[src/rtl/ibex_clintx_irq_ctrl_pkg.sv]
// Shared types and constants for the CLINTx extended interrupt front end.
package ibex_clintx_irq_ctrl_pkg;

  localparam int unsigned CLINTX_NUM_IRQ = 32;
  localparam int unsigned CLINTX_ID_W    = 5;

  typedef enum logic [1:0] {
    CLINTX_IDLE,
    CLINTX_REQ,
    CLINTX_ACKD
  } clintx_irq_state_e;

  typedef enum logic [5:0] {
    EXC_CAUSE_NONE     = 6'h00,
    EXC_CAUSE_IRQ_X_0  = 6'h20, EXC_CAUSE_IRQ_X_1  = 6'h21, EXC_CAUSE_IRQ_X_2  = 6'h22,
    EXC_CAUSE_IRQ_X_3  = 6'h23, EXC_CAUSE_IRQ_X_4  = 6'h24, EXC_CAUSE_IRQ_X_5  = 6'h25,
    EXC_CAUSE_IRQ_X_6  = 6'h26, EXC_CAUSE_IRQ_X_7  = 6'h27, EXC_CAUSE_IRQ_X_8  = 6'h28,
    EXC_CAUSE_IRQ_X_9  = 6'h29, EXC_CAUSE_IRQ_X_10 = 6'h2A, EXC_CAUSE_IRQ_X_11 = 6'h2B,
    EXC_CAUSE_IRQ_X_12 = 6'h2C, EXC_CAUSE_IRQ_X_13 = 6'h2D, EXC_CAUSE_IRQ_X_14 = 6'h2E,
    EXC_CAUSE_IRQ_X_15 = 6'h2F, EXC_CAUSE_IRQ_X_16 = 6'h30, EXC_CAUSE_IRQ_X_17 = 6'h31,
    EXC_CAUSE_IRQ_X_18 = 6'h32, EXC_CAUSE_IRQ_X_19 = 6'h33, EXC_CAUSE_IRQ_X_20 = 6'h34,
    EXC_CAUSE_IRQ_X_21 = 6'h35, EXC_CAUSE_IRQ_X_22 = 6'h36, EXC_CAUSE_IRQ_X_23 = 6'h37,
    EXC_CAUSE_IRQ_X_24 = 6'h38, EXC_CAUSE_IRQ_X_25 = 6'h39, EXC_CAUSE_IRQ_X_26 = 6'h3A,
    EXC_CAUSE_IRQ_X_27 = 6'h3B, EXC_CAUSE_IRQ_X_28 = 6'h3C, EXC_CAUSE_IRQ_X_29 = 6'h3D,
    EXC_CAUSE_IRQ_X_30 = 6'h3E, EXC_CAUSE_IRQ_X_31 = 6'h3F
  } exc_cause_e;

  function automatic exc_cause_e clintx_cause(logic [CLINTX_ID_W-1:0] id);
    return exc_cause_e'({1'b1, id});
  endfunction

endpackage

[src/rtl/ibex_clintx_prio_enc.sv]
// Lowest-index-wins priority encoder: index 0 has the highest priority.
module ibex_clintx_prio_enc #(
  parameter int unsigned Width = 32,
  parameter int unsigned IdW   = 5
) (
  input  logic [Width-1:0] in_i,
  output logic             valid_o,
  output logic [IdW-1:0]   id_o
);

  always_comb begin
    valid_o = |in_i;
    id_o    = '0;
    // Scan from the top so the lowest set index is the last to write.
    for (int unsigned i = Width; i > 0; i--) begin
      if (in_i[i-1]) id_o = IdW'(i - 1);
    end
  end

endmodule

[src/rtl/ibex_clintx_irq_ctrl.sv]
// CLINTx extended interrupt front end: sync, pending/MIEX masking, arbitration, held request.
// Optional per-line edge mode is built with IBEX_CLINTX_EDGE_EN.
module ibex_clintx_irq_ctrl
  import ibex_clintx_irq_ctrl_pkg::*;
#(
  parameter int unsigned NumIrqX    = 32,
  parameter int unsigned SyncStages = 2
) (
  input  logic               clk_i,
  input  logic               rst_ni,
  input  logic [NumIrqX-1:0] irq_x_i,
  input  logic [31:0]        mie_x_i,
  input  logic [31:0]        mip_x_clr_i,
  output logic [31:0]        mip_x_o,
  output logic               irq_x_req_o,
  output logic [4:0]         irq_x_id_o,
  output logic [5:0]         irq_x_cause_o,
`ifdef IBEX_CLINTX_EDGE_EN
  input  logic [31:0]        irq_x_edge_i,
`endif
  input  logic               irq_x_ack_i
);

  logic [NumIrqX-1:0]     sync_q [SyncStages];
  logic [NumIrqX-1:0]     sync;
  logic [31:0]            pending_q, pending_d;
  logic [31:0]            active;
  logic                   win_valid;
  logic [CLINTX_ID_W-1:0] win_id;

  clintx_irq_state_e      state_q;
  logic                   req_q;
  logic [CLINTX_ID_W-1:0] id_q;
  logic [5:0]             cause_q;

  always_ff @(posedge clk_i or negedge rst_ni) begin
    if (!rst_ni) begin
      for (int unsigned s = 0; s < SyncStages; s++) sync_q[s] <= '0;
    end else begin
      sync_q[0] <= irq_x_i;
      for (int unsigned s = 1; s < SyncStages; s++) sync_q[s] <= sync_q[s-1];
    end
  end

  assign sync = sync_q[SyncStages-1];

`ifdef IBEX_CLINTX_EDGE_EN
  logic [NumIrqX-1:0] sync_prev_q;
  logic [NumIrqX-1:0] rise, edge_sel, clr;
  logic [31:0]        ack_clr;
  logic               unused_in;

  always_ff @(posedge clk_i or negedge rst_ni) begin
    if (!rst_ni) sync_prev_q <= '0;
    else         sync_prev_q <= sync;
  end

  assign rise     = sync & ~sync_prev_q;
  assign edge_sel = irq_x_edge_i[NumIrqX-1:0];
  assign ack_clr  = (state_q == CLINTX_ACKD) ? (32'd1 << id_q) : '0;
  assign clr      = mip_x_clr_i[NumIrqX-1:0] | ack_clr[NumIrqX-1:0];
  assign unused_in = ^{mip_x_clr_i, mie_x_i, irq_x_edge_i, ack_clr};

  // Edge bits are sticky; a new rising edge outranks any clear in the same cycle.
  always_comb begin
    pending_d = '0;
    pending_d[NumIrqX-1:0] = (~edge_sel & sync) |
                             (edge_sel & (rise | (pending_q[NumIrqX-1:0] & ~clr)));
  end
`else
  logic unused_in;
  assign unused_in = ^{mip_x_clr_i, mie_x_i};

  always_comb begin
    pending_d = '0;
    pending_d[NumIrqX-1:0] = sync;
  end
`endif

  always_ff @(posedge clk_i or negedge rst_ni) begin
    if (!rst_ni) pending_q <= '0;
    else         pending_q <= pending_d;
  end

  always_comb begin
    active = '0;
    active[NumIrqX-1:0] = pending_q[NumIrqX-1:0] & mie_x_i[NumIrqX-1:0];
  end

  ibex_clintx_prio_enc #(
    .Width (CLINTX_NUM_IRQ),
    .IdW   (CLINTX_ID_W)
  ) u_prio_enc (
    .in_i    (active),
    .valid_o (win_valid),
    .id_o    (win_id)
  );

  // ID stays latched through ACKD so the edge-mode pending bit can be cleared.
  always_ff @(posedge clk_i or negedge rst_ni) begin
    if (!rst_ni) begin
      state_q <= CLINTX_IDLE;
      req_q   <= 1'b0;
      id_q    <= '0;
      cause_q <= '0;
    end else begin
      unique case (state_q)
        CLINTX_IDLE: begin
          if (win_valid) begin
            state_q <= CLINTX_REQ;
            req_q   <= 1'b1;
            id_q    <= win_id;
            cause_q <= clintx_cause(win_id);
          end else begin
            req_q   <= 1'b0;
            id_q    <= '0;
            cause_q <= '0;
          end
        end
        CLINTX_REQ: begin
          if (irq_x_ack_i) begin
            state_q <= CLINTX_ACKD;
            req_q   <= 1'b0;
          end else if (!active[id_q]) begin
            state_q <= CLINTX_IDLE;
            req_q   <= 1'b0;
            id_q    <= '0;
            cause_q <= '0;
          end
        end
        default: begin
          state_q <= CLINTX_IDLE;
          req_q   <= 1'b0;
          id_q    <= '0;
          cause_q <= '0;
        end
      endcase
    end
  end

  assign mip_x_o       = pending_q;
  assign irq_x_req_o   = req_q;
  assign irq_x_id_o    = id_q;
  assign irq_x_cause_o = cause_q;

endmodule

[config.mk]
export PLATFORM = sky130hd
export DESIGN_NAME = ibex_clintx_irq_ctrl
export DESIGN_NICKNAME = d
export VERILOG_FILES = /design/src/rtl/ibex_clintx_irq_ctrl_pkg.sv /design/src/rtl/ibex_clintx_prio_enc.sv /design/src/rtl/ibex_clintx_irq_ctrl.sv
export SDC_FILE = /design/constraint.sdc
export NUM_CORES = 1
export LEC_CHECK = 0
export ABC_AREA = 1
export BUFFER_PORTS_ARGS = -buffer_cell sky130_fd_sc_hd__buf_2
export CAP_MARGIN = 20
export CORE_UTILIZATION = 38
export DETAILED_ROUTE_END_ITERATION = 8
export GPL_TIMING_DRIVEN = 0
export HOLD_SLACK_MARGIN = 0.03
export MAX_ROUTING_LAYER = met4
export PLACE_DENSITY = 0.65
export SLEW_MARGIN = 20
export SYNTH_ARGS = -nofsm -noshare
export SYNTH_HDL_FRONTEND = slang
export SYNTH_SLANG_ARGS = --single-unit
export TNS_END_PERCENT = 20
[constraint.sdc]
create_clock -name clk_i -period 3.5 [get_ports clk_i]
set_clock_uncertainty 0.2 [all_clocks]
set_input_delay 0.7 -clock clk_i [delete_from_list [all_inputs] [get_ports clk_i]]
set_output_delay 0.7 -clock clk_i [all_outputs]
set_load 0.005 [all_outputs]
**After elaboration in Yosys (flattened, before gate mapping)**

Cells that the tools add are included.
Widths: inputs -> output; s select.

- Reductions and logical operators: 4
- Magnitude comparators: 1
- Shift operators: 0
- Div/mod/pow operators: 0
- $mul: 0
- Equality and inequality tests: 5
- Multiplexer cells: 50
- Bitwise logic cells: 1
- Add/sub/neg operators: 0

Operators with widths:

| cell | count |
|---|---|
| $mux 5 | 35 |
| $and 32x32->32 | 1 |
| $reduce_or 32->1 | 1 |
| $mux 6 | 3 |
| $pmux 6 s2 | 1 |
| $pmux 5 s2 | 1 |
| $lt 5x6->1 const B | 1 |
| $mux 2 | 3 |
| $bmux 1 s5 | 1 |
| $mux 1 | 4 |
| $ne 2x2->1 const B | 2 |
| $pmux 2 s2 | 1 |
| $reduce_and 2->1 | 2 |
| $ne 3x3->1 const B | 1 |
| $eq 2x1->1 const B | 1 |
| $logic_not 2->1 | 1 |
| $ne 2x1->1 const B | 1 |
| $pmux 1 s2 | 1 |

- ROM bits: 0
- Register bits after elaboration: 110
- RAM bits: 0
- Bits of input ports: 99
- Memories: 0
- Bits in latches: 0

**Longest topological paths before layout**

Gate-level depths: netlist of run 1.

- Depth after elaboration: 35
- Gate-level depth with buffers: 34
- Gate-level depth less buffers: 34

**Cells and area by module**

From an unflattened synthesis of run 1, not the netlist that was laid out.

- Cells, all modules: 394
- Area, all modules: 3906.2 um^2

Modules (own cells, without submodules):

| module | times used | area an instance (um^2) | seq. area each (um^2) | cells an instance |
|---|---|---|---|---|
| ibex_clintx_irq_ctrl | 1 | 3435.8 | 2627.5 | 287 |
| ibex_clintx_prio_enc | 1 | 470.5 | 0.0 | 107 |

**Worst setup path before layout of run 1**

OpenSTA, ideal clock, no wires.

- Kind: input-to-reg
- Start point: input port mie_x_i[31]
- End point: register id_q[0], in the netlist irq_x_id_o[0]
- Library setup time: 0.117 ns
- Data required time: 3.183 ns
- Path slack: 1.064 ns
- Data arrival time: 2.119 ns
- Stages on the path: 34
- Cell sequence: nand2_2 > inv_2 > nand2_1 > nand2_1 > nand2_1 > nand2_1 > nand2_1 > nand2_1 > nand2_1 > nand2_1 > nand2_1 > nand2_1 > nand2_1 > nand2_1 > nand2_1 > nand2_1 > nand2_1 > nand2_1 > nand2_1 > nand2_1 > nand2_1 > nand2_1 > nand2_1 > nand2_1 > nand2_1 > nand2_1 > nand2_1 > nand2_1 > nand2_1 > nand2_1 > nand2_1 > nand2_1 > nand2_1 > nand2_1

- Cells in the longest elaborated chain, start to end: 35

RTL lines:

| element | line | text |
|---|---|---|
| start, declared | ibex_clintx_irq_ctrl.sv:12 | `input logic [31:0] mie_x_i,` |
| $and 32x32->32 * | ibex_clintx_irq_ctrl.sv:87 | `active[NumIrqX-1:0] = pending_q[NumIrqX-1:0] & mie_x_i[NumIrqX-1:0];` |
| $mux 5 (32 in series) | ibex_clintx_prio_enc.sv:16 | `if (in_i[i-1]) id_o = IdW'(i - 1);` |
| $mux 5 | ibex_clintx_irq_ctrl.sv:109 | `if (win_valid) begin` |
| $pmux 5 s2 | ibex_clintx_irq_ctrl.sv:107 | `unique case (state_q)` |
| end signal, assigned | ibex_clintx_irq_ctrl.sv:112 | `id_q <= win_id;` |
| end, declared | ibex_clintx_irq_ctrl.sv:33 | `logic [CLINTX_ID_W-1:0] id_q;` |

Mark *: on every way between the ends. The rest lies on a longest branch, timed or not. The select of a mux whose other input is x is not followed.
A chain may end at the register's enable or synchronous reset.

**Final worst setup path of run 1**

- Start point: register id_q[0], in the netlist irq_x_id_o[0]
- End point: register id_q[0], in the netlist irq_x_id_o[0]

- Cells in the longest elaborated chain, start to end: 4

RTL lines:

| element | line | text |
|---|---|---|
| $bmux 1 s5 | ibex_clintx_irq_ctrl.sv:124 | `end else if (!active[id_q]) begin` |
| $mux 1 (not written as such) | ibex_clintx_irq_ctrl.sv:124 |  |
| $ne 2x2->1 (no source line) | - |  |
| $reduce_and 2->1 (no source line) | - |  |

No other way between the ends. The select of a mux whose other input is x is not followed.

==> load_flow_metrics.sql, run 1 <==
INSERT INTO impl_metrics (metric_group, metric, value, unit) VALUES
('synth', 'synthTopCellsByCount', 'dfrtp_1, nand2_1, nor2_1', ''),
('synth', 'synth-seq-cells', '105', ''),
('synth', 'netlist_area', '3580', 'µm²'),
('synth', 'yosysSeqAreaShare', '73.4', '%'),
('detailed_routing', 'drt-pass1-iter-count', '4', ''),
('synth', 'yosys.cell_count.top_type', 'dfrtp_1', ''),
('placement', 'port_buffers', '110', ''),
('final_layout', 'layout-drive-gt1-share', '36.9', '%'),
('clock_network', 'cts_resized', '0', ''),
('flow_run', 'cap_violations', '0', ''),
('timing', 'worst-slew-pin-transition', '872', 'ps'),
('detailed_routing', 'routed_wl', '7150', 'µm'),
('synth', 'synth_top_cell_by_area', 'dfrtp_1', ''),
('placement', 'finalWeightedCongestion', '0.819', ''),
('synth', 'ys_dominant_reg_cell', 'dfrtp_1', ''),
('critical_path', 'crit_path_max_fo', '10', ''),
('final_layout', 'areaGrowthSynthToFinish', '25.9', '%'),
('synth', 'number_of_enable_flip_flop_cells_after_synthesis', '0', ''),
('final_layout', 'design_area', '4510', 'µm²'),
('global_route', 'via_count_of_the_first_global_routing_pass', '2621', ''),
('final_layout', 'filler_cell_count', '854', ''),
('floorplanning', 'chipWidth', '99.1', 'µm'),
('timing', 'worst_slew_slack_as_a_fraction_of_its_limit', '41.1', '%'),
('critical_path', 'worstPathArrival', '2620', 'ps'),
('floorplanning', 'die-area', '9810', 'µm²'),
('timing', 'final_min_period_over_clock_period', '73.3', '%'),
('hold_path', 'worstHoldStart', 'pending_d[29]$_DFF_PN0_', ''),
('clock_network', 'hold_buffers', '1', ''),
('global_route', 'antenna_found_initial', '0', ''),
('timing', 'timing_hold_violations_final', '0', ''),
('critical_path', 'worstSetupPathType', 'register to register', ''),
('critical_path', 'crit_required', '3550', 'ps'),
('timing', 'timing.final.setup_violations', '0', ''),
('critical_path', 'regToRegSetupSlack', '930', 'ps'),
('clock_network', 'htree_num_levels', '3', ''),
('placement', 'place.detailed.hpwl', '5340', 'µm'),
('critical_path', 'timing.critical_path.to_type', 'register', ''),
('clock_network', 'cell_chosen_for_the_clock_root', 'clkbuf_8', ''),
('synth', 'netlist-cell-type-count', '23', ''),
('status', 'result_of_the_run', 'finished, final reports clean', ''),
('timing', 'finalWorstPathRequiredPeriod', '2570', 'ps'),
('synth', 'synthCells', '300', ''),
('detailed_routing', 'post_route_ant_nets', '0', ''),
('pwr', 'power-per-cell-area', '576', 'nW/µm²'),
('pwr', 'ir_worst_vdd', '0.000302', 'V'),
('floorplanning', 'die_h', '99.1', 'µm'),
('placement', 'detailed_place.area', '4300', 'µm²'),
('clock_network', 'clock-sinks', '105', ''),
('critical_path', 'rr_startpoint', 'irq_x_id_o[0]$_DFFE_PN0P_', ''),
('synth', 'yosys_warnings', '0', ''),
('detailed_routing', 'routedWlPerCell', '13.3', 'µm'),
('detailed_routing', 'post_drt_via_cell_ratio', '4.69', ''),
('synth', 'top_area_cell_type_share_of_the_netlist_area', '73.4', '%'),
('global_route', 'grt-ovfl-total', '0', ''),
('global_route', 'global_route.usage.total', '16.6', '%'),
('critical_path', 'r2r_cells', '9', ''),
('floorplanning', 'ioPinCount', '143', ''),
('pwr', 'power.leakage', '0.00233', 'µW'),
('clock_network', 'clk_pin_slew', '100', 'ps'),
('critical_path', 'critical_path.reg2reg.endpoint', 'irq_x_id_o[0]$_DFFE_PN0P_', ''),
('clock_network', 'ctsLongestPathBuffers', '2', ''),
('clock_network', 'cts_tree', 'done', ''),
('timing', 'grt_setup_unrepaired', 'false', ''),
('detailed_routing', 'first_drt_iteration_drcs', '133', ''),
('floorplanning', 'core_area', '9200', 'µm²'),
('timing', 'setup_total_negative_slack', '0', 'ps'),
('hold_path', 'whs_path_depth', '0', ''),
('synth', 'synth_area_per_cell', '11.9', 'µm²'),
('synth', 'synth-async-reset-ratio', '100', '%'),
('global_route', 'pin_count_of_the_biggest_net_entering_global_routing', '68', ''),
('final_layout', 'nets', '522', '');
==> worst max path at each step <==
| stage | start | to | slack (ps) | depth (start not counted) |
|---|---|---|---|---|
| 6_report | irq_x_id_o[0]$_DFFE_PN0P_ | irq_x_id_o[0]$_DFFE_PN0P_ | 930 | 9 |
| 4_1_cts | irq_x_id_o[0]$_DFFE_PN0P_ | irq_x_id_o[0]$_DFFE_PN0P_ | 950 | 9 |
| 3_5_place_dp | mie_x_i[31] | irq_x_id_o[0]$_DFFE_PN0P_ | 730 | 35 |
| 2_1_floorplan | mie_x_i[31] | irq_x_id_o[0]$_DFFE_PN0P_ | 1060 | 34 |
| 5_1_grt | irq_x_id_o[0]$_DFFE_PN0P_ | irq_x_id_o[0]$_DFFE_PN0P_ | 720 | 9 |
| 3_3_place_gp | rst_ni | sync_q[33]$_DFF_PN0_ | 530 | 1 |
==> cell type report <==
type	count	area (µm²)	area share, %
Buffer	7	48.8	1.08
Clock buffer	10	138	3.05
Clock inverter	6	57.6	1.28
Inverter	11	41.3	0.916
Multi-Input combinational cell	177	862	19.1
Sequential cell	105	2630	58.3
Tap cell	111	139	3.08
Timing Repair Buffer	112	594	13.2
==> through the flow <==
| step | instances | setup slack (ps) | total power, µW | hold WS [ps] | util, % |
|---|---|---|---|---|---|
| final | 539 | 933 | 2600 | 155 | 49.0 |
| after global routing | 539 | 723 | 2760 | 159 | 49.0 |
| after CTS | 539 | 954 | 2640 | 154 | 49.0 |
| after detailed placement | 522 | 727 | 1920 | 135 | 46.8 |
| after global placement | 521 | 530 | 1890 | 131 | 46.4 |
| after floorplan | 300 | 1060 | 1680 | 131 | - |
==> report_power, final <==
part           internal (µW)  total (µW)  switching (µW)
logic                    208         505             298
registers               1300        1380            79.4
clock network            294         708             413
total                   1810        2600             790
==> kinds of logic (layout without fill, tap and decap cells) <==
group | count (synthesis) | after routing | share of synthesized area (%)
AND/OR/NAND/NOR | 139 | 139 | 17.5
flip-flops | 105 | 105 | 73.4
AO/OA/AOI/OAI | 38 | 38 | 6.57
buffers and inverters | 18 | 146 | 2.52
==> registers in the layout, indices dropped and copies added (netlist names) <==
| name | cells |
|---|---|
| irq_x_id_o | 4 |
| state_q | 2 |
| sync_q | 32 |
| mip_x_o | 32 |
| irq_x_cause_o | 2 |
| irq_x_req_o | 1 |
| pending_d | 32 |
==> layout by cell type (no fill, tap or decap), types with 2 or more instances in the layout <==
| master | instances |
|---|---|
| inv_8 | 2 |
| nor2_1 | 38 |
| nand2_1 | 69 |
| clkbuf_8 | 10 |
| dfrtp_1 | 105 |
| o21ai_1 | 7 |
| a31oi_1 | 3 |
| o21ai_0 | 14 |
| inv_2 | 3 |
| buf_4 | 6 |
| nand2_4 | 7 |
| clkinv_4 | 3 |
| o22ai_1 | 2 |
| nand2_2 | 15 |
| nand3_1 | 7 |
| o32ai_1 | 2 |
| o221ai_1 | 6 |
| buf_2 | 109 |
| inv_1 | 8 |
==> metal layers <==
layer  routed length (µm)  global-route usage (%)  up-vias
li1                     -                       -     1215
met1                 3090                    20.5     1226
met2                 3600                    26.9       77
met3                  321                    2.62        9
met4                  129                    7.47        0
met5                    0                       -        -
==> worst max-delay path, cell delays in order, from the launching register on <==
cell and delay, ps:
dfrtp_1 550, clkbuf_1 410, o21ai_0 200, o221ai_1 200, nand3_1 110, nand3_1 100, nand2_1 90, o21ai_1 390
or2_1 160, nand2_1 50
Power figures use the tool's default switching activity.
==> run 2, diff against run 1 <==
- ABC_AREA: 1 -> 0
- PLACE_DENSITY: 0.65 -> 0.68
- clock period: 3.5 -> 2.3 ns (I/O delays scaled with it)
==> run 2 against run 1 <==
  * The flow now finishes with violations (negative setup slack)
  * Register-to-register slack got worse by 950 ps
  * Design area increased by 9.1%
  * Critical path depth decreased by 2
  * Largest cell class unchanged
  * Largest power group unchanged
==> load_flow_metrics.sql, run 2 <==
INSERT INTO impl_metrics (metric_group, metric, value, unit) VALUES
('status', 'result_of_the_run', 'finished, violations left', ''),
('status', 'failed_checks', 'negative setup slack', ''),
('clock_network', 'ctsLongestPathBuffers', '2', ''),
('synth', 'yosys_warnings', '0', ''),
('final_layout', 'utilization', '53.5', '%'),
('synth', 'synthCells', '255', ''),
('detailed_routing', 'routedWlPerCell', '15.0', 'µm'),
('synth', 'synth-async-reset-ratio', '100', '%'),
('detailed_routing', 'remaining_drc_errors', '0', ''),
('placement', 'place.detailed.hpwl', '5730', 'µm'),
('critical_path', 'worstPathArrival', '2380', 'ps'),
('hold_path', 'holdCritPathClass', 'register to register', ''),
('clock_network', 'cts_tree', 'done', ''),
('placement', 'port_buffers', '110', ''),
('hold_path', 'worstHoldStart', 'sync_q[61]$_DFF_PN0_', ''),
('timing', 'setup_total_negative_slack', '-25.3', 'ps'),
('detailed_routing', 'post_drt_via_cell_ratio', '4.75', ''),
('floorplanning', 'row_count', '35', ''),
('final_layout', 'layout.cells.most_common_list', 'buf_2, dfrtp_1, nand2_1', ''),
('final_layout', 'antenna_cells', '0', ''),
('final_layout', 'areaGrowthSynthToFinish', '36.5', '%'),
('synth', 'synth_xor_xnor_area_share', '0', '%'),
('global_route', 'global_route.usage.total', '17.9', '%'),
('synth', 'netlist_area', '3600', 'µm²'),
('floorplanning', 'initial_core_utilization', '39.2', '%'),
('floorplanning', 'core_area', '9200', 'µm²'),
('timing', 'final_min_period_over_clock_period', '101', '%'),
('critical_path', 'startpoint', 'irq_x_id_o[0]$_DFFE_PN0P_', ''),
('critical_path', 'worstSetupPathType', 'register to register', ''),
('critical_path', 'critical_path.startpoint_type', 'register', ''),
('critical_path', 'crit_required', '2360', 'ps'),
('timing', 'finalMaxSlewViolations', '0', ''),
('flow_run', 'cap_violations', '0', ''),
('timing', 'top_achievable_clock_speed', '431', 'MHz'),
('synth', 'yosysSeqAreaShare', '72.9', '%'),
('timing', 'grt_setup_unrepaired', 'true', ''),
('final_layout', 'layout.area.seq', '2630', 'µm²'),
('floorplanning', 'chipWidth', '99.4', 'µm'),
('timing', 'worst_slew_slack_as_a_fraction_of_its_limit', '44.7', '%'),
('floorplanning', 'ioPinCount', '143', ''),
('clock_network', 'clock-sinks', '105', ''),
('synth', 'largest_family_of_logic_cells_by_synthesized_area', 'simple AND/OR/NAND/NOR gates', ''),
('clock_network', 'cts-buffers-inserted', '9', ''),
('placement', 'pre_cts_slack', '-212', 'ps'),
('synth', 'netlist-cell-type-count', '37', ''),
('critical_path', 'crit_path_max_fo', '7', ''),
('clock_network', 'clock_insertion_delay_worst_skew', '360', 'ps'),
('clock_network', 'htree_num_levels', '3', ''),
('critical_path', 'timing.critical_path.to_type', 'register', ''),
('pwr', 'power.leakage', '0.00238', 'µW'),
('global_route', 'grt_first_pass_wirelength', '12900', 'µm'),
('critical_path', 'rr_startpoint', 'irq_x_id_o[0]$_DFFE_PN0P_', ''),
('clock_network', 'cell_chosen_for_the_clock_root', 'clkbuf_8', ''),
('detailed_routing', 'routed_wl', '8000', 'µm'),
('synth', 'top_area_cell_type_share_of_the_netlist_area', '72.9', '%'),
('clock_network', 'clk_pin_slew', '100', 'ps'),
('synth', 'number_of_enable_flip_flop_cells_after_synthesis', '0', ''),
('synth', 'synth_compound_gate_area_share', '9.55', '%'),
('final_layout', 'nets', '515', ''),
('final_layout', 'layout-drive-gt1-share', '38.2', '%'),
('timing', 'timing.final.ws_setup', '-19.2', 'ps'),
('final_layout', 'final_common_cell', 'buf_2', ''),
('pwr', 'power.total', '3960', 'µW'),
('synth', 'synthMuxAreaShare', '4.79', '%'),
('global_route', 'via_count_of_the_first_global_routing_pass', '2720', ''),
('timing', 'finalWorstPathRequiredPeriod', '2320', 'ps'),
('pwr', 'ir_worst_vdd', '0.000459', 'V'),
('global_route', 'pin_count_of_the_biggest_net_entering_global_routing', '62', ''),
('synth', 'synthTopCellsByCount', 'dfrtp_1, nand2_1, nand3_1', ''),
('synth', 'syn-num-nets', '354', ''),
('synth', 'synth_top_cell_by_area', 'dfrtp_1', ''),
('timing', 'timing_hold_violations_final', '0', ''),
('timing', 'timing.final.setup_violations', '3', ''),
('global_route', 'antenna_found_initial', '0', ''),
('detailed_routing', 'first_drt_iteration_drcs', '116', ''),
('synth', 'ys_dominant_reg_cell', 'dfrtp_1', ''),
('final_layout', 'multiInputGateArea', '922', 'µm²'),
('synth', 'netlist_top_cells_area', 'dfrtp_1, nand2_1, mux4_1, mux4_2, nand3_1', ''),
('synth', 'yosys.cell_count.top_type', 'dfrtp_1', ''),
('floorplanning', 'die-area', '9870', 'µm²'),
('pwr', 'power-per-cell-area', '805', 'nW/µm²'),
('synth', 'synth_simple_gate_area_share', '10.7', '%'),
('synth', 'synth-adder-area-share', '0', '%'),
('synth', 'synth_area_per_cell', '14.1', 'µm²'),
('global_route', 'grt-ovfl-total', '0', ''),
('final_layout', 'filler_cell_count', '824', ''),
('synth', 'synth-seq-cells', '105', ''),
('floorplanning', 'die_h', '99.4', 'µm'),
('detailed_routing', 'drt-pass1-iter-count', '4', ''),
('placement', 'finalWeightedCongestion', '0.852', ''),
('detailed_routing', 'vias', '2528', ''),
('detailed_routing', 'post_route_ant_nets', '0', ''),
('timing', 'worst-slew-pin-transition', '824', 'ps');
## run 2: cell count changes in the layout (fill, tap and decap cells not counted), sizes merged, moves of 4 or more
| cell | before | now |
|---|---|---|
| a21o | 0 | 4 |
| mux4 | 0 | 7 |
| o21ai | 21 | 9 |
| inv | 14 | 3 |
| buf | 117 | 125 |
| o221ai | 6 | 0 |
| nand2 | 91 | 47 |
| and2 | 0 | 5 |
| dlygate4sd3 | 1 | 33 |
| a21oi | 1 | 7 |
| nor2 | 38 | 9 |
| a22oi | 0 | 6 |
| nand3 | 7 | 12 |
## run 2: final timing paths
kind / to / slack (ps) / cells after the start
worst max register to register: irq_x_id_o[1]$_DFFE_PN0P_ / -20 / 7
worst min register to register: pending_d[29]$_DFF_PN0_ / 150 / 0
worst max-delay path: irq_x_id_o[1]$_DFFE_PN0P_ / -20 / 7
min in group asynchronous: mip_x_o[10]$_DFF_PN0_ / 380 / 2
worst min-delay path: pending_d[29]$_DFF_PN0_ / 150 / 0
max in group asynchronous: sync_q[54]$_DFF_PN0_ / 910 / 3
## run 2: repair_timing
| item | in CTS | in global routing |
|---|---|---|
| setup buffers | 6 | 0 |
| pin swaps | 6 | 6 |
| hold buffers | 33 | 0 |
| gates resized for setup | 10 | 5 |
| endpoints found under the hold margin | 76 | 0 |
| endpoints found under the setup margin | 7 | 8 |
## run 2: kinds of logic (layout without fill, tap and decap cells)
family	after synthesis	after routing
flip-flops	105	105
AND/OR/NAND/NOR	85	85
AO/OA/AOI/OAI	48	48
buffers and inverters	10	176
multiplexers	7	7
## run 2: stage by stage
step	hold slack (ps)	cells	instance area, µm²
6_report	150	532	4920
5_1_grt	148	532	4920
3_5_place_dp	135	477	4330
4_1_cts	153	532	4900
2_1_floorplan	-35.6	255	3600
3_3_place_gp	131	476	4290
## run 2: layer usage
layer | track usage [%] | up-vias | wire length [µm]
li1 | - | 1214 | -
met1 | 21.0 | 1215 | 3330
met2 | 29.5 | 82 | 4030
met3 | 5.06 | 17 | 468
met4 | 6.33 | 0 | 168
met5 | - | - | 0
## run 2: area by class of cell
type                       instances  area share (%)
sequential                       105            53.4
inverter                           2           0.153
buffer                             8            1.45
clock inverter                     7            1.35
multi-input combinational        140            18.7
timing repair buffer             150            19.5
tap                              111            2.82
clock buffer                       9            2.52
## run 2: power by group
part / internal [µW] / total (µW) / switching [µW]
sequential: 1990 / 2080 / 87.8
combinational: 429 / 819 / 390
clock: 414 / 1060 / 650
## run 2: critical path, stage by stage (launching register included)
cell     delay [ps]
dfrtp_2         450
buf_6           150
buf_4           150
a211o_1         220
a211o_2         300
o211a_1         140
or3_4           380
a32o_1          230
==> run 3, diff against run 2 <==
--- a/config.mk
+++ b/config.mk
@@ -12,7 +12,8 @@
 export DETAILED_ROUTE_END_ITERATION = 8
 export GPL_TIMING_DRIVEN = 0
-export HOLD_SLACK_MARGIN = 0.03
+export HOLD_SLACK_MARGIN = 0.05
 export MAX_ROUTING_LAYER = met4
 export PLACE_DENSITY = 0.68
+export RECOVER_POWER = 50
 export SLEW_MARGIN = 20
 export SYNTH_ARGS = -nofsm -noshare
--- a/constraint.sdc
+++ b/constraint.sdc
@@ -3,3 +3,3 @@
 set_input_delay 0.46 -clock clk_i [delete_from_list [all_inputs] [get_ports clk_i]]
 set_output_delay 0.46 -clock clk_i [all_outputs]
-set_load 0.005 [all_outputs]
+set_load 0.05 [all_outputs]
==> run 3 against run 2 <==
  * The run still ends with negative setup slack left
  * Core utilization is 0.30 points higher
  * Setup slack lost 23 ps
  * Critical path type unchanged
  * Combinational power grew 42%
  * Non-clock buffer count unchanged
  * Final cell count unchanged
==> load_flow_metrics.sql, run 3 (synthesis results as in run 2) <==
INSERT INTO impl_metrics (metric_group, metric, value, unit) VALUES
('floorplanning', 'ioPinCount', '143', ''),
('status', 'result_of_the_run', 'finished, violations left', ''),
('clock_network', 'clk_pin_slew', '100', 'ps'),
('critical_path', 'critical_path_depth', '7', ''),
('critical_path', 'startpoint', 'irq_x_id_o[2]$_DFFE_PN0P_', ''),
('floorplanning', 'initial_core_utilization', '39.2', '%'),
('flow_run', 'cap_violations', '0', ''),
('critical_path', 'regToRegSetupSlack', '-40', 'ps'),
('status', 'failed_checks', 'negative setup slack', ''),
('detailed_routing', 'first_drt_iteration_drcs', '91', ''),
('clock_network', 'clock-sinks', '105', ''),
('clock_network', 'ctsLongestPathBuffers', '2', ''),
('final_layout', 'areaGrowthSynthToFinish', '37.3', '%'),
('timing', 'grt_setup_unrepaired', 'true', ''),
('timing', 'timing.final.ws_setup', '-42.5', 'ps'),
('timing', 'finalWorstPathRequiredPeriod', '2340', 'ps'),
('global_route', 'via_count_of_the_first_global_routing_pass', '2696', ''),
('final_layout', 'antenna_cells', '0', ''),
('timing', 'finalMaxSlewViolations', '0', ''),
('floorplanning', 'die_h', '99.4', 'µm'),
('timing', 'timing_hold_violations_final', '0', ''),
('detailed_routing', 'drt-pass1-iter-count', '4', ''),
('critical_path', 'worstSetupPathType', 'register to register', ''),
('clock_network', 'cell_chosen_for_the_clock_root', 'clkbuf_8', ''),
('critical_path', 'crit_required', '2360', 'ps'),
('critical_path', 'cp_cell_sequence', 'buf_6 > and3_1 > a211o_1 > a211o_2 > o211a_1 > or3_4 > a32o_1', ''),
('final_layout', 'nets', '515', ''),
('critical_path', 'max_stage_delay', '420', 'ps'),
('placement', 'place.detailed.hpwl', '5850', 'µm'),
('floorplanning', 'chipWidth', '99.4', 'µm'),
('pwr', 'power-per-cell-area', '896', 'nW/µm²'),
('critical_path', 'path_delay_family', 'compound AO/OA/AOI/OAI gates', ''),
('clock_network', 'cts_tree', 'done', ''),
('floorplanning', 'core_area', '9200', 'µm²'),
('floorplanning', 'die-area', '9870', 'µm²'),
('hold_path', 'holdCritPathClass', 'register to register', ''),
('floorplanning', 'row_count', '35', ''),
('global_route', 'antenna_found_initial', '0', ''),
('final_layout', 'final_common_cell', 'buf_2', ''),
('critical_path', 'crit_path_top_delay_cell', 'dfrtp_2', ''),
('final_layout', 'layout-drive-gt1-share', '40.6', '%'),
('global_route', 'grt_first_pass_wirelength', '13200', 'µm'),
('placement', 'port_buffers', '110', ''),
('clock_network', 'htree_num_levels', '3', ''),
('timing', 'worst_slew_slack_as_a_fraction_of_its_limit', '23.5', '%'),
('timing', 'final_min_period_over_clock_period', '102', '%'),
('detailed_routing', 'vias', '2562', ''),
('detailed_routing', 'routedWlPerCell', '15.2', 'µm'),
('critical_path', 'timing.critical_path.buf_inv', '1', ''),
('critical_path', 'crit_path_to', 'irq_x_id_o[1]$_DFFE_PN0P_', ''),
('timing', 'setup_total_negative_slack', '-177', 'ps'),
('final_layout', 'utilization', '53.8', '%'),
('global_route', 'pin_count_of_the_biggest_net_entering_global_routing', '62', ''),
('critical_path', 'r2r_cells', '7', ''),
('timing', 'top_achievable_clock_speed', '427', 'MHz'),
('critical_path', 'worstPathArrival', '2410', 'ps'),
('pwr', 'power.total', '4430', 'µW'),
('critical_path', 'critical_path.startpoint_type', 'register', ''),
('critical_path', 'timing.critical_path.to_type', 'register', ''),
('global_route', 'grt-ovfl-total', '0', ''),
('critical_path', 'crit_path_max_fo', '10', ''),
('critical_path', 'critical_path.reg2reg.endpoint', 'irq_x_id_o[1]$_DFFE_PN0P_', ''),
('global_route', 'global_route.usage.total', '18.5', '%'),
('timing', 'timing.final.setup_violations', '7', ''),
('detailed_routing', 'post_route_ant_nets', '0', ''),
('pwr', 'power.leakage', '0.00238', 'µW'),
('pwr', 'ir_worst_vdd', '0.000447', 'V'),
('detailed_routing', 'post_drt_via_cell_ratio', '4.82', ''),
('placement', 'finalWeightedCongestion', '0.852', ''),
('clock_network', 'cts-buffers-inserted', '9', ''),
('detailed_routing', 'remaining_drc_errors', '0', ''),
('clock_network', 'clock_insertion_delay_worst_skew', '370', 'ps'),
('timing', 'worst_hold_slack_after_final_layout', '154', 'ps'),
('detailed_routing', 'routed_wl', '8070', 'µm'),
('critical_path', 'rr_startpoint', 'irq_x_id_o[2]$_DFFE_PN0P_', ''),
('final_layout', 'layout.cells.most_common_list', 'buf_2, dfrtp_1, nand2_1', ''),
('timing', 'worst-slew-pin-transition', '1150', 'ps');
==> run 3: cell types whose count changed in the layout (fill, tap and decap cells not counted), moves of 2 or more <==
cell / previous run / this run
dfrtp_2: 1 / 14
nand2_2: 4 / 2
nand2_1: 43 / 45
dfrtp_1: 104 / 91
==> run 3: metal layers <==
metal / global-route usage (%) / wire length, µm / vias up
met2: 29.2 / 4030 / 86
met3: 4.71 / 433 / 13
met1: 23.0 / 3460 / 1251
met4: 7.13 / 144 / 0
met5: - / 0 / -
li1: - / - / 1212
==> run 3: worst min path at each step <==
stage	cells past startpoint	endpoint	start
final	0	mip_x_o[5]$_DFF_PN0_	pending_d[5]$_DFF_PN0_
after global routing	0	pending_d[19]$_DFF_PN0_	sync_q[51]$_DFF_PN0_
after CTS	0	mip_x_o[5]$_DFF_PN0_	pending_d[5]$_DFF_PN0_
after detailed placement	0	pending_d[19]$_DFF_PN0_	sync_q[51]$_DFF_PN0_
after global placement	0	pending_d[7]$_DFF_PN0_	sync_q[39]$_DFF_PN0_
after floorplan	0	irq_x_cause_o[4]$_DFFE_PN0P_	rst_ni
==> run 3: layout make-up <==
type	instances	area (µm²)
tap	111	139
multi-input combinational	140	917
sequential	105	2650
clock inverter	7	88.8
clock buffer	9	124
timing repair buffer	150	953
inverter	2	7.51
fill	817	4250
buffer	8	71.3
==> run 3: power breakdown <==
part / switching [µW] / internal [µW]
combinational: 726 / 437
clock: 657 / 526
sequential: 94.3 / 1990
==> run 3: stage by stage <==
stage	cell area, µm²	setup WS [ps]	std cells
CTS	4940	-40.4	532
global placement	4320	-661	476
finish	4950	-42.5	532
floorplan	3630	-113	255
global route	4950	-116	532
detailed placement	4350	-234	477
==> run 3: what timing repair did <==
action / 4_1_cts / 5_1_grt
pin swaps: 6 / 2
setup endpoints to repair: 7 / 7
cloned: 0 / 0
setup buffers: 6 / 0
hold endpoints to repair: 76 / 0
resized for setup: 7 / 2
hold buffers: 33 / 0
